<file path="config.mk">
export PLATFORM = sky130hd
export DESIGN_NAME = neuron_fire_scan_flat
export DESIGN_NICKNAME = d
export VERILOG_FILES = /design/src/rtl/snn_pkg.sv /design/src/rtl/neuron_fire_scan_if.sv /design/src/rtl/neuron_fire_scan.sv /design/src/flat_wrapper.sv
export SDC_FILE = /design/constraint.sdc
export NUM_CORES = 1
export LEC_CHECK = 0
export CELL_PAD_IN_SITES_DETAIL_PLACEMENT = 1
export CELL_PAD_IN_SITES_GLOBAL_PLACEMENT = 1
export CORE_UTILIZATION = 33
export DETAILED_ROUTE_END_ITERATION = 6
export PLACE_DENSITY = 0.85
export RECOVER_POWER = 50
export REMOVE_ABC_BUFFERS = 1
export SLEW_MARGIN = 10
export SYNTH_ARGS = -nofsm -noshare
export SYNTH_HDL_FRONTEND = slang
export SYNTH_SLANG_ARGS = --single-unit
</file>
<file path="constraint.sdc">
create_clock -name clk_i -period 2.6 [get_ports clk_i]
set_input_delay 0.65 -clock clk_i [delete_from_list [all_inputs] [get_ports clk_i]]
set_output_delay 0.65 -clock clk_i [all_outputs]
set_load 0.05 [all_outputs]
</file>
<file path="src/rtl/snn_pkg.sv">
// rtl/snn_pkg.sv - shared spiking-network word widths and scan state encoding
package snn_pkg;

  localparam int BIT_WIDTH_MEMBRANE = 17;
  localparam int BIT_WIDTH_WEIGHT   = 8;

  typedef enum logic [2:0] {
    S_IDLE = 3'd0,
    S_READ = 3'd1,
    S_EVAL = 3'd2,
    S_FIRE = 3'd3,
    S_DONE = 3'd4
  } scan_state_t;

endpackage

</file>
<file path="src/rtl/neuron_fire_scan_if.sv">
// rtl/neuron_fire_scan_if.sv - membrane memory port and spike handshake bundle
interface neuron_fire_scan_if
  import snn_pkg::*;
#(
  parameter int BIT_WIDTH_MEMBRANE = snn_pkg::BIT_WIDTH_MEMBRANE,
  parameter int ADDR_WIDTH         = 8
);

  logic                                 mem_rd_en_o;
  logic        [ADDR_WIDTH-1:0]         mem_addr_o;
  logic signed [BIT_WIDTH_MEMBRANE-1:0] mem_rd_data_i;
  logic                                 mem_wr_en_o;
  logic signed [BIT_WIDTH_MEMBRANE-1:0] mem_wr_data_o;
  logic                                 spike_valid_o;
  logic                                 spike_ready_i;
  logic        [ADDR_WIDTH-1:0]         spike_addr_o;

  // Scanner side drives the memory port and offers spikes.
  modport master (
    output mem_rd_en_o, mem_addr_o, mem_wr_en_o, mem_wr_data_o,
    output spike_valid_o, spike_addr_o,
    input  mem_rd_data_i, spike_ready_i
  );

  modport slave (
    input  mem_rd_en_o, mem_addr_o, mem_wr_en_o, mem_wr_data_o,
    input  spike_valid_o, spike_addr_o,
    output mem_rd_data_i, spike_ready_i
  );

endinterface

</file>
<file path="src/rtl/neuron_fire_scan.sv">
// rtl/neuron_fire_scan.sv - scans membrane memory, fires neurons at or above
// threshold, clears their membrane and reports each spike over a handshake.
module neuron_fire_scan
  import snn_pkg::*;
#(
  parameter int BIT_WIDTH_MEMBRANE = snn_pkg::BIT_WIDTH_MEMBRANE,
  parameter int NEURON_NUM         = 200,
  parameter int ADDR_WIDTH         = 8
)(
  input  logic                                 clk_i,
  input  logic                                 reset_n_i,
  input  logic                                 start_i,
  input  logic signed [BIT_WIDTH_MEMBRANE-1:0] threshold_i,
  neuron_fire_scan_if.master                   bus,
  output logic                                 busy_o,
  output logic                                 done_o,
  output logic        [ADDR_WIDTH:0]           spike_count_o
);

  localparam logic [ADDR_WIDTH-1:0] LAST_ADDR = ADDR_WIDTH'(NEURON_NUM - 1);

  scan_state_t                          state_q, state_nxt;
  logic        [ADDR_WIDTH-1:0]         n_q, n_nxt;
  logic signed [BIT_WIDTH_MEMBRANE-1:0] thr_q, thr_nxt;
  logic        [ADDR_WIDTH:0]           cnt_q, cnt_nxt;
  logic                                 fire_first_q, fire_first_nxt;
  logic                                 is_last;

  always_ff @(posedge clk_i or negedge reset_n_i) begin
    if (!reset_n_i) begin
      state_q      <= S_IDLE;
      n_q          <= '0;
      thr_q        <= '0;
      cnt_q        <= '0;
      fire_first_q <= 1'b0;
    end else begin
      state_q      <= state_nxt;
      n_q          <= n_nxt;
      thr_q        <= thr_nxt;
      cnt_q        <= cnt_nxt;
      fire_first_q <= fire_first_nxt;
    end
  end

  assign is_last = (n_q == LAST_ADDR);

  always_comb begin
    state_nxt      = state_q;
    n_nxt          = n_q;
    thr_nxt        = thr_q;
    cnt_nxt        = cnt_q;
    fire_first_nxt = 1'b0;
    case (state_q)
      S_IDLE: begin
        if (start_i) begin
          state_nxt = S_READ;
          thr_nxt   = threshold_i;
          n_nxt     = '0;
          cnt_nxt   = '0;
        end
      end
      S_READ: state_nxt = S_EVAL;
      S_EVAL: begin
        // Read data arrives the cycle after the strobe, i.e. now.
        if (bus.mem_rd_data_i >= thr_q) begin
          state_nxt      = S_FIRE;
          fire_first_nxt = 1'b1;
        end else if (is_last) begin
          state_nxt = S_DONE;
        end else begin
          state_nxt = S_READ;
          n_nxt     = n_q + 1'b1;
        end
      end
      S_FIRE: begin
        if (bus.spike_ready_i) begin
          cnt_nxt = cnt_q + 1'b1;
          if (is_last) begin
            state_nxt = S_DONE;
          end else begin
            state_nxt = S_READ;
            n_nxt     = n_q + 1'b1;
          end
        end
      end
      S_DONE: begin
        state_nxt = S_IDLE;
        n_nxt     = '0;
      end
      default: state_nxt = S_IDLE;
    endcase
  end

  // Outputs decode from registered state so an async reset clears them at once.
  assign bus.mem_rd_en_o   = (state_q == S_READ);
  assign bus.mem_wr_en_o   = (state_q == S_FIRE) && fire_first_q;
  assign bus.mem_wr_data_o = '0;
  assign bus.mem_addr_o    = (state_q == S_READ || state_q == S_EVAL || state_q == S_FIRE)
                             ? n_q : '0;
  assign bus.spike_valid_o = (state_q == S_FIRE);
  assign bus.spike_addr_o  = (state_q == S_FIRE) ? n_q : '0;
  assign busy_o            = (state_q != S_IDLE);
  assign done_o            = (state_q == S_DONE);
  assign spike_count_o     = cnt_q;

endmodule

</file>
<file path="src/flat_wrapper.sv">
// flat-port wrapper written by rule: the top's interface ports become plain ports
module neuron_fire_scan_flat import snn_pkg::*;
#(
  parameter int BIT_WIDTH_MEMBRANE = snn_pkg::BIT_WIDTH_MEMBRANE,
  parameter int NEURON_NUM         = 200,
  parameter int ADDR_WIDTH         = 8
)
  (clk_i, reset_n_i, start_i, threshold_i, busy_o, done_o, spike_count_o, bus_mem_rd_en_o, bus_mem_addr_o, bus_mem_wr_en_o, bus_mem_wr_data_o, bus_spike_valid_o, bus_spike_addr_o, bus_mem_rd_data_i, bus_spike_ready_i);
  neuron_fire_scan_if #(.BIT_WIDTH_MEMBRANE(BIT_WIDTH_MEMBRANE), .ADDR_WIDTH(ADDR_WIDTH)) bus_i ();
  input  logic clk_i;
  input  logic reset_n_i;
  input  logic start_i;
  input  logic signed [BIT_WIDTH_MEMBRANE-1:0] threshold_i;
  output logic busy_o;
  output logic done_o;
  output logic        [ADDR_WIDTH:0] spike_count_o;
  output wire logic [$bits(bus_i.mem_rd_en_o)-1:0] bus_mem_rd_en_o;
  output wire logic [$bits(bus_i.mem_addr_o)-1:0] bus_mem_addr_o;
  output wire logic [$bits(bus_i.mem_wr_en_o)-1:0] bus_mem_wr_en_o;
  output wire logic [$bits(bus_i.mem_wr_data_o)-1:0] bus_mem_wr_data_o;
  output wire logic [$bits(bus_i.spike_valid_o)-1:0] bus_spike_valid_o;
  output wire logic [$bits(bus_i.spike_addr_o)-1:0] bus_spike_addr_o;
  input wire logic [$bits(bus_i.mem_rd_data_i)-1:0] bus_mem_rd_data_i;
  input wire logic [$bits(bus_i.spike_ready_i)-1:0] bus_spike_ready_i;
  assign bus_mem_rd_en_o = bus_i.mem_rd_en_o;
  assign bus_mem_addr_o = bus_i.mem_addr_o;
  assign bus_mem_wr_en_o = bus_i.mem_wr_en_o;
  assign bus_mem_wr_data_o = bus_i.mem_wr_data_o;
  assign bus_spike_valid_o = bus_i.spike_valid_o;
  assign bus_spike_addr_o = bus_i.spike_addr_o;
  assign bus_i.mem_rd_data_i = bus_mem_rd_data_i;
  assign bus_i.spike_ready_i = bus_spike_ready_i;
  neuron_fire_scan #(.BIT_WIDTH_MEMBRANE(BIT_WIDTH_MEMBRANE), .NEURON_NUM(NEURON_NUM), .ADDR_WIDTH(ADDR_WIDTH)) u_core (.clk_i(clk_i), .reset_n_i(reset_n_i), .start_i(start_i), .threshold_i(threshold_i), .bus(bus_i), .busy_o(busy_o), .done_o(done_o), .spike_count_o(spike_count_o));
endmodule
</file>
# [After elaboration in Yosys (flattened, before gate mapping)]
# Index checks and enable logic that the tools add are counted.
# Widths: inputs -> output; s select.
[classes] n_mux=17 reduce_logical=11 n_eq_ne=8 add_sub_neg=2 magnitude_cmp=1
[ops] operator="$mux 8" count=6
[ops] operator="$pmux 8 s4" count=1
[ops] operator="$mux 9" count=2
[ops] operator="$pmux 9 s2" count=1
[ops] operator="$ge 17x17->1" count=1
[ops] operator="$mux 3" count=4
[ops] operator="$pmux 3 s4" count=1
[ops] operator="$add 9x1->9 const B" count=1
[ops] operator="$add 8x1->8 const B" count=1
[ops] operator="$eq 8x8->1 const B" count=1
[ops] operator="$eq 3x2->1 const B" count=2
[ops] operator="$ne 2x2->1 const B" count=2
[ops] operator="$reduce_and 2->1" count=2
[ops] operator="$reduce_and 4->1" count=1
[ops] operator="$reduce_bool 4->1" count=1
[ops] operator="$eq 3x1->1 const B" count=1
[ops] operator="$eq 3x3->1 const B" count=1
[ops] operator="$logic_not 3->1" count=1
[ops] operator="$reduce_and 3->1" count=1
[ops] operator="$reduce_bool 3->1" count=1
[ops] operator="$logic_or 1x1->1" count=2
[ops] operator="$mux 1" count=2
[ops] operator="$ne 2x1->1 const B" count=1
[ops] operator="$reduce_bool 2->1" count=1
[ops] operator="$logic_and 1x1->1" count=1
[totals] in_bits=38 regBits=38

# [Logic depth before layout (Yosys ltp)]
# Gate-level depths: netlist of run 1.
[logic_depth] depth_word=4 ltp_mapped=9 depth_no_buf=9

# [Worst setup path before layout of run 1]
# No wires, ideal clock.
[synth_path] path_type="input-to-reg" from="input port bus_mem_rd_data_i[14]" to="register u_core.n_q[0]" n_path_buf=0 required_ns=2.475 setup_slack_ns=0.180 stages=6 arrival_ns=2.296 path_cell_list="ha_1 a21o_1 a2111o_1 a2111oi_4 o31ai_2 mux2_2"
[synth_between] elab_chain_len=3
[synth_lines] item="from (decl)" line_no="flat_wrapper.sv:23" source="input wire logic [$bits(bus_i.mem_rd_data_i)-1:0] bus_mem_rd_data_i;"
[synth_lines] item="$ge 17x17->1" line_no="neuron_fire_scan.sv:65" source="if (bus.mem_rd_data_i >= thr_q) begin"
[synth_lines] item="$ne 2x2->1 (no line)"
[synth_lines] item="$reduce_and 4->1 (no line)"
[synth_lines] item="to (signal assigned)" line_no="neuron_fire_scan.sv:38" source="n_q <= n_nxt;"
[synth_lines] item="to (decl)" line_no="neuron_fire_scan.sv:23" source="logic [ADDR_WIDTH-1:0] n_q, n_nxt;"
# Every way passes these cells.
# A chain may end at the register's enable or synchronous reset.

# [Worst setup path in the final report of run 1]
[layout_path] from="input port bus_mem_rd_data_i[1]" to="register u_core.n_q[0]"
# The elaborated chain is that of the path after synthesis.

==> flow_summary.yaml, run 1 <==
routing:
  routed_via_density: 4.75
  detail-route-antenna-nets: 0
  vias: 2090
  drc: 0
  drt_pre_antenna_iters: 4
  routed_wl_mm: 6.53
  drt-initial-drc-count: 39
  wl_per_cell_um: 14.8
finish:
  drive_above_1_share_pct: 18.0
  final_cell_mix: "dfrtp_1 (38), clkdlybuf4s50_1 (37), nand2_1 (25)"
  diodes: 0
  mostFrequentLayoutCell: "dfrtp_1"
  fill_cells: 798
  multiInputGateArea_um2: 1360
  area_growth_syn_to_layout_pct: 50.8
  seqCellArea_um2: 951
  final_core_util_pct: 51.9
  nNetsFinal: 400
timing:
  whs_ns: 0.526
  max_slew_margin_pct: -37.4
  layout_min_cycle_time_ns: 2.57
  min_period_over_period_pct: 98.9
  drv_slew: 39
  hold_viol: 0
  setup_violations: 0
  skew_ns: 0.00662
  fmax_mhz: 389
  worstMarginPinSlew_ns: 2.06
  grt_setup_unrepaired: "yes"
setup_path:
  crit_path_end_kind: "register"
  cpPeakStageDelay_ns: 0.42
  crit_type: "in -> reg"
  startpoint_type: "input pin"
  cp_max_fo: 5
  worst_path_most_repeated_cell: "buf_4"
  cp.required_ns: 2.78
  slowest_stage: "clkdlybuf4s50_1"
  critPathArrivalTime_ns: 2.75
  crit_chain: "clkdlybuf4s50_1 > ha_1 > a21o_1 > a31oi_4 > o21ai_2 > a2111oi_4 > buf_4 > o31ai_4 > buf_4 > mux2_2"
synth:
  async_flop_share_pct: 100
  synth_simple_gate_area_share_pct: 20.6
  syn_area_um2: 2360
  yosysTopAreaCellShare_pct: 40.2
  syn_area_per_cell_um2: 8.92
  synth_xor_area_share_pct: 1.85
  synthTopCellsByArea: "dfrtp_1 (40%), ha_1 (10%), buf_4 (5.4%), o21ai_0 (4.0%), and3_1 (4.0%)"
  synth-compound-area-share_pct: 14.6
  ys_seq_area_share_pct: 40.2
  netlist_instances: 265
  synth.largest_area_cell: "dfrtp_1"
  synth_top_family_by_area: "simple AND/OR/NAND/NOR gates"
  synthMuxAreaShare_pct: 2.22
  synthDistinctLibCells: 35
  synth-edff-count: 0
  synthAdderAreaFrac_pct: 10.1
  synth_flop_cell: "dfrtp_1"
  yosys_warnings: 0
  ys_ff_latch: 38
die:
  die_x_um: 86.6
  fp-row-count: 30
  dieHeight_um: 86.6
  start_util_pct: 34.4
  core-area_um2: 6870
  dieArea_um2: 7500
  ios: 85
placed_design:
  gp_congestion: 0.752
  hpwl_mm: 4.73
  io_buffer_count: 67
worst_hold_path:
  min-delay-path-class: "reg -> reg"
clock_network:
  clock_path_buffers: 2
  tritoncts: "yes"
  cts-root-buf: "clkbuf_8"
  cts.sinks: 38
  h-tree-depth: 2
  cts_hold_buf: 0
  cts_buffers: 5
  clk_latency_ns: 0.30
  path_clk_slew_ns: 0.08
global_routing:
  grt-ovfl-total: 0
  grt_pass1_wl_mm: 10.6
  grt_usage_pct: 18.1
  grt_antenna_before_repair: 0
  grt_max_degree: 40
  grt_pass1_vias: 2289
power_and_ir_drop:
  max-vdd-ir-drop_mv: 0.461
  finalPower_mw: 3.42
  cellLeakagePower_nw: 1.72
  power_density_nw_per_um2: 961
status:
  status: "finished with violations"
  violations: "capacitance limit, slew limit"
run:
  maxCapViolCount: 1
## worst paths after layout
check,from,endpoint,slack (ns),cells after the start
setup / recovery,bus_mem_rd_data_i[1],u_core.n_q[0],0.03,10
hold / removal,u_core.thr_q[0],u_core.thr_q[0],0.53,1
setup reg to reg,u_core.thr_q[14],u_core.n_q[0],0.30,9
hold reg to reg,u_core.thr_q[0],u_core.thr_q[0],0.53,1
max in group asynchronous,reset_n_i,u_core.n_q[0],0.49,1
min in group asynchronous,reset_n_i,u_core.thr_q[2],0.94,1
## critical path, delay by kind of cell
family	cells	cell delay (ns)
multiplexers	1	0.25
AO/OA/AOI/OAI	5	0.86
buffers and inverters	3	0.78
adder cells (fa/ha/maj)	1	0.21
## where the power goes
part	internal (mW)	leakage, nW	switching [mW]
clock network	0.283	0.0579	0.223
logic	0.834	1.17	1.18
registers	0.785	0.490	0.116
total	1.90	1.72	1.52
## Yosys cell counts (all sizes together) (3+ instances only)
library cell	count
dfrtp	38
and3	15
nor2	18
a21oi	8
or3	3
ha	19
a21o	5
nand2b	5
inv	24
mux2i	3
buf	17
nor2b	3
and2	9
xor2	5
nand2	25
clkbuf	7
o21ai	28
nand3	9
nand4	7
## sequential cells by signal, indices dropped and copies added (netlist names)
signal and count:
u_core.fire_first_q 1, u_core.n_q 8, u_core.spike_count_o 9, u_core.state_q 3
u_core.thr_q 17
## layer usage
metal  up-vias  part of all wire (%)  GRT usage [%]  wire (um)
li1       1020                     -              -          -
met1      1007                    41           20.5       2650
met2        53                    54           33.8       3540
met3        10                   3.8           4.19        248
met4         0                   1.4           5.15         89
met5         -                     0              0          0
## cells by family after synthesis
group,after synthesis
and+or+nand+nor,97
AOI/OAI and AO/OA,52
buffers and inverters,48
DFF,38
adders and majority gates,19
xor gates and xnor gates,5
muxes,5
other,1
## layout make-up
cell class / count / area share [%]
Multi-Input combinational cell: 195 / 38.3
Sequential cell: 38 / 26.7
Timing Repair Buffer: 79 / 26.1
Tap cell: 96 / 3.37
Inverter: 24 / 2.53
Clock buffer: 5 / 1.93
Clock inverter: 3 / 1.12
## metrics by stage
stage	worst slack [ns]	instance area [um^2]	TNS (ns)	std cells
6_report	0.0282	3560	0	440
5_1_grt	-0.0552	3560	-0.0867	440
4_1_cts	0.00335	3460	0	439
3_5_place_dp	-0.433	3290	-4.54	428
3_3_place_gp	-0.369	3290	-3.74	428
2_1_floorplan	-0.241	2270	-0.702	257
## repair_timing
item | 4_1_cts | 5_1_grt
setup buffers | 3 | 1
gates resized for setup | 8 | 20
setup endpoints to repair | 11 | 9
pin swaps | 7 | 11
Power figures use the tool's default switching activity.
==> run 2, diff against run 1 <==
Settings changed: MAX_ROUTING_LAYER from default to met4, SLEW_MARGIN 10 to 20.
Clock period 2.6 ns to 2.63 ns, I/O delays scaled along.
==> run 2 against run 1 <==
Compared with the run above: the flow still finishes with violations (capacitance limit, slew limit); critical path depth down 1; flip-flop and latch count stayed put; first-iteration DRC count increased by 67%; sequential share of layout area about the same; clock skew rose by 0.0016 ns; core utilization fell by 0.073 points; cell area fell by 0.14%; sequential power shrank 0.9%; routed wire length rose by 0.64%; die area unchanged; hold slack better by 0.0044 ns; final cell count fell by 0.23%; critical path type unchanged; largest power group unchanged.
==> flow_summary.yaml, run 2 (synthesis gave the netlist of run 1 again) <==
status:
  status: "finished with violations"
  violations: "capacitance limit, slew limit"
clock_network:
  cts.sinks: 38
  clock_path_buffers: 2
  cts_hold_buf: 0
  path_clk_slew_ns: 0.08
  clk_latency_ns: 0.29
  tritoncts: "yes"
  cts_buffers: 5
  h-tree-depth: 2
  cts-root-buf: "clkbuf_8"
power_and_ir_drop:
  power_density_nw_per_um2: 934
  max-vdd-ir-drop_mv: 0.552
  cellLeakagePower_nw: 1.70
die:
  core-area_um2: 6870
  dieHeight_um: 86.6
  die_x_um: 86.6
  dieArea_um2: 7500
  start_util_pct: 34.4
  fp-row-count: 30
  ios: 85
setup_path:
  slowest_stage: "clkdlybuf4s50_1"
  startpoint_type: "input pin"
  crit_buf_inv: 3
  path_delay_family: "buffers and inverters"
  cp.required_ns: 2.80
  crit_chain: "clkdlybuf4s50_1 > ha_1 > a21oi_1 > o21ai_2 > a2111oi_4 > buf_4 > o31ai_4 > buf_4 > mux2_2"
  critPathArrivalTime_ns: 2.77
  cpPeakStageDelay_ns: 0.42
  crit_type: "in -> reg"
  crit_path_end_kind: "register"
  worst_path_most_repeated_cell: "buf_4"
  cp_max_fo: 5
  crit_path_start: "bus_mem_rd_data_i[4]"
  reg2reg_from: "u_core.thr_q[2]"
finish:
  nNetsFinal: 399
  area_growth_syn_to_layout_pct: 50.6
  final_cell_mix: "dfrtp_1 (38), clkdlybuf4s50_1 (37), nand2_1 (25)"
  mostFrequentLayoutCell: "dfrtp_1"
  drive_above_1_share_pct: 17.5
  largest_register_ffs: 17
  diodes: 0
  regMostFlops: "u_core.thr_q"
worst_hold_path:
  worstHoldStart: "u_core.thr_q[0]"
  min-delay-path-class: "reg -> reg"
global_routing:
  grt_pass1_vias: 2249
  grt-ovfl-total: 0
  grt_usage_pct: 18.5
  grt_antenna_before_repair: 0
  grt_max_degree: 40
  grt_pass1_wl_mm: 10.6
routing:
  routed_via_density: 4.86
  detail-route-antenna-nets: 0
  wl_per_cell_um: 15.0
  drt-initial-drc-count: 65
  routed_wl_mm: 6.57
  vias: 2134
  drt_pre_antenna_iters: 4
  drc: 0
timing:
  setup_violations: 0
  drv_slew: 39
  hold_viol: 0
  setup_ws_ns: 0.0255
  skew_ns: 0.00822
  setup_tns_ns: 0
  min_period_over_period_pct: 99.0
  fmax_mhz: 384
  worstMarginPinSlew_ns: 2.03
  layout_min_cycle_time_ns: 2.60
  max_slew_margin_pct: -35.2
placed_design:
  post-place-ws_ns: -0.418
  hpwl_mm: 4.57
  gp_congestion: 0.770
  io_buffer_count: 67
run:
  maxCapViolCount: 1
run 2: timing repair:
| action | CTS | global route |
|---|---|---|
| pin swaps | 9 | 9 |
| resized for setup | 11 | 16 |
| setup buffers | 2 | 1 |
| endpoints found under the setup margin | 10 | 10 |
run 2: final cells by class:
class                           count  area [um^2]
Clock buffer                        6         82.6
Multi-Input combinational cell    195         1380
Sequential cell                    38          951
Timing Repair Buffer               78          920
Clock inverter                      2         12.5
Tap cell                           96          120
Inverter                           24         90.1
Fill cell                         804         3310
run 2: final timing paths:
check / slack [ns] / depth (start not counted) / end
hold reg to reg: 0.53 / 1 / u_core.thr_q[0]
setup reg to reg: 0.33 / 10 / u_core.n_q[0]
hold / removal: 0.53 / 1 / u_core.thr_q[0]
min in group asynchronous: 0.94 / 1 / u_core.thr_q[16]
setup / recovery: 0.03 / 9 / u_core.n_q[0]
max in group asynchronous: 0.53 / 1 / u_core.n_q[1]
run 2: per-stage QoR:
| step | instances | hold WS [ns] | power [mW] | instance area (um^2) | utilization, % |
|---|---|---|---|---|---|
| after floorplan | 257 | 0.362 | 1.99 | 2270 | - |
| after global placement | 428 | 0.500 | 2.58 | 3290 | 47.9 |
| after detailed placement | 428 | 0.518 | 2.67 | 3290 | 47.9 |
| after CTS | 438 | 0.497 | 3.21 | 3470 | 50.6 |
| after global routing | 439 | 0.568 | 3.58 | 3560 | 51.8 |
| final | 439 | 0.531 | 3.33 | 3560 | 51.8 |
run 2: routing by layer:
layer  vias up  global-route usage [%]  part of all wire (%)
li1       1023                       -                     -
met1      1054                    22.1                    43
met2        51                    32.1                    53
met3         6                    3.81                   3.0
met4         0                    4.24                  0.96
met5         -                       -                     0
run 2: where the power goes:
part / internal [mW] / switching [mW]
clock: 0.211 / 0.208
combinational: 0.829 / 1.18
sequential: 0.776 / 0.117
==> run 3, diff against run 2 <==
--- a/config.mk
+++ b/config.mk
@@ -10,2 +10,3 @@
 export CORE_UTILIZATION = 33
+export CTS_CLUSTER_SIZE = 14
 export DETAILED_ROUTE_END_ITERATION = 6
==> constraint.sdc (replaced) <==
create_clock -name clk_i -period 2.63 [get_ports clk_i]
set_input_delay 0.263 -clock clk_i [delete_from_list [all_inputs] [get_ports clk_i]]
set_output_delay 0.263 -clock clk_i [all_outputs]
set_load 0.05 [all_outputs]
==> run 3 against run 2 <==
Compared with the run above: the flow still finishes with violations (capacitance limit, slew limit); combinational power fell by 22%; hold slack got worse by 0.0054 ns; cell area fell by 12%; sequential power rose by 2.8%; sequential share of layout area rose by 3.6 points; final cell count fell by 1.4%; clock-buffer cell count did not move; global-route usage fell by 0.57 points; setup slack improved by 0.21 ns; first-iteration DRC count fell by 51%; critical path depth fell by 6; core utilization fell by 6.2 points; critical endpoint is now bus_mem_rd_en_o.
==> flow_summary.yaml, run 3 (synthesis gave the netlist of run 1 again) <==
timing:
  fmax_mhz: 417
  max_slew_margin_pct: -41.0
  grt_setup_unrepaired: "no"
  min_period_over_period_pct: 91.2
  worstMarginPinSlew_ns: 2.11
  skew_ns: 0.0102
  drv_slew: 39
  hold_viol: 0
  whs_ns: 0.525
  setup_violations: 0
  setup_ws_ns: 0.233
  layout_min_cycle_time_ns: 2.40
power_and_ir_drop:
  cellLeakagePower_nw: 1.56
  max-vdd-ir-drop_mv: 0.542
  power_density_nw_per_um2: 931
die:
  dieHeight_um: 86.6
  core-area_um2: 6870
  fp-row-count: 30
  ios: 85
  start_util_pct: 34.4
  die_x_um: 86.6
  dieArea_um2: 7500
clock_network:
  h-tree-depth: 2
  tritoncts: "yes"
  clk_latency_ns: 0.30
  path_clk_slew_ns: 0.08
  ctsResizeCount: 0
  cts_buffers: 5
  clock_path_buffers: 2
  cts.sinks: 38
  cts-root-buf: "clkbuf_8"
  post_cts_buffers: 0
  cts_hold_buf: 0
routing:
  vias: 2088
  drt_pre_antenna_iters: 4
  routed_wl_mm: 6.05
  drc: 0
  routed_via_density: 4.82
  detail-route-antenna-nets: 0
  drt-initial-drc-count: 32
  wl_per_cell_um: 14.0
finish:
  drive_above_1_share_pct: 9.79
  diodes: 0
  largest_register_ffs: 17
  final_core_util_pct: 45.6
  nNetsFinal: 393
  multiInputGateArea_um2: 1220
  mostFrequentLayoutCell: "clkdlybuf4s50_1"
  fin_area_um2: 3130
  regMostFlops: "u_core.thr_q"
  fill_cells: 836
  final_cell_mix: "clkdlybuf4s50_1 (43), dfrtp_1 (38), nand2_1 (25)"
  final_cells: 433
  area_growth_syn_to_layout_pct: 32.6
  seqCellArea_um2: 951
placed_design:
  post-place-ws_ns: -0.0469
  gp_congestion: 0.758
  dp.cells: 425
  hpwl_mm: 4.68
  io_buffer_count: 67
  dpl_cell_area_um2: 3050
status:
  status: "finished with violations"
  violations: "capacitance limit, slew limit"
setup_path:
  cp_max_fo: 15
  cpPeakStageDelay_ns: 0.83
  critPathArrivalTime_ns: 2.13
  crit_type: "reg -> out"
  crit_path_end_kind: "output pin"
  slowest_stage: "clkdlybuf4s50_1"
  startpoint_type: "register"
  crit_chain: "inv_1 > nor3_1 > clkdlybuf4s50_1"
  cp.required_ns: 2.37
global_routing:
  grt_pass1_wl_mm: 10.2
  grt_usage_pct: 17.9
  grt_max_degree: 39
  grt_antenna_before_repair: 0
  grt-ovfl-total: 0
  grt_pass1_vias: 2197
run:
  maxCapViolCount: 1
worst_hold_path:
  min-delay-path-class: "in -> reg"
==> run 3: where the power goes <==
part | internal, mW | switching, mW | total (mW)
logic | 0.574 | 0.992 | 1.57
registers | 0.775 | 0.143 | 0.918
clock network | 0.211 | 0.222 | 0.433
==> run 3: final cells by class <==
type | count | area share (%)
clock buffer | 6 | 2.64
clock inverter | 2 | 0.399
inverter | 24 | 2.88
multi-input combinational | 195 | 39.1
sequential | 38 | 30.4
tap | 96 | 3.83
timing repair buffer | 72 | 20.8
==> run 3: metrics by stage <==
step | setup TNS, ns | power, mW
floorplan | -0.211 | 1.99
global placement | 0 | 2.44
detailed placement | -0.0469 | 2.53
CTS | 0 | 2.98
global route | 0 | 3.16
finish | 0 | 2.92
==> run 3: final timing paths <==
check / start / end / slack (ns) / depth (start not counted)
setup / recovery: u_core.state_q[0] / bus_mem_rd_en_o / 0.23 / 3
hold reg to reg: u_core.thr_q[0] / u_core.thr_q[0] / 0.53 / 1
max in group asynchronous: reset_n_i / u_core.thr_q[16] / 0.85 / 1
setup reg to reg: u_core.thr_q[12] / u_core.n_q[0] / 0.33 / 8
min in group asynchronous: reset_n_i / u_core.thr_q[3] / 0.57 / 1
hold / removal: threshold_i[10] / u_core.thr_q[10] / 0.53 / 3
==> run 3: critical path: cells and delay by family (launching register included) <==
kind	cells	cell delay, ns
flops	1	0.63
buf+inv	2	0.99
simple gates	1	0.22
==> run 3: metal layers <==
metal / track usage (%) / wire [um]
met3: 3.24 / 239
met5: - / 0
met4: 5.15 / 89
met2: 32.0 / 3110
met1: 20.6 / 2610
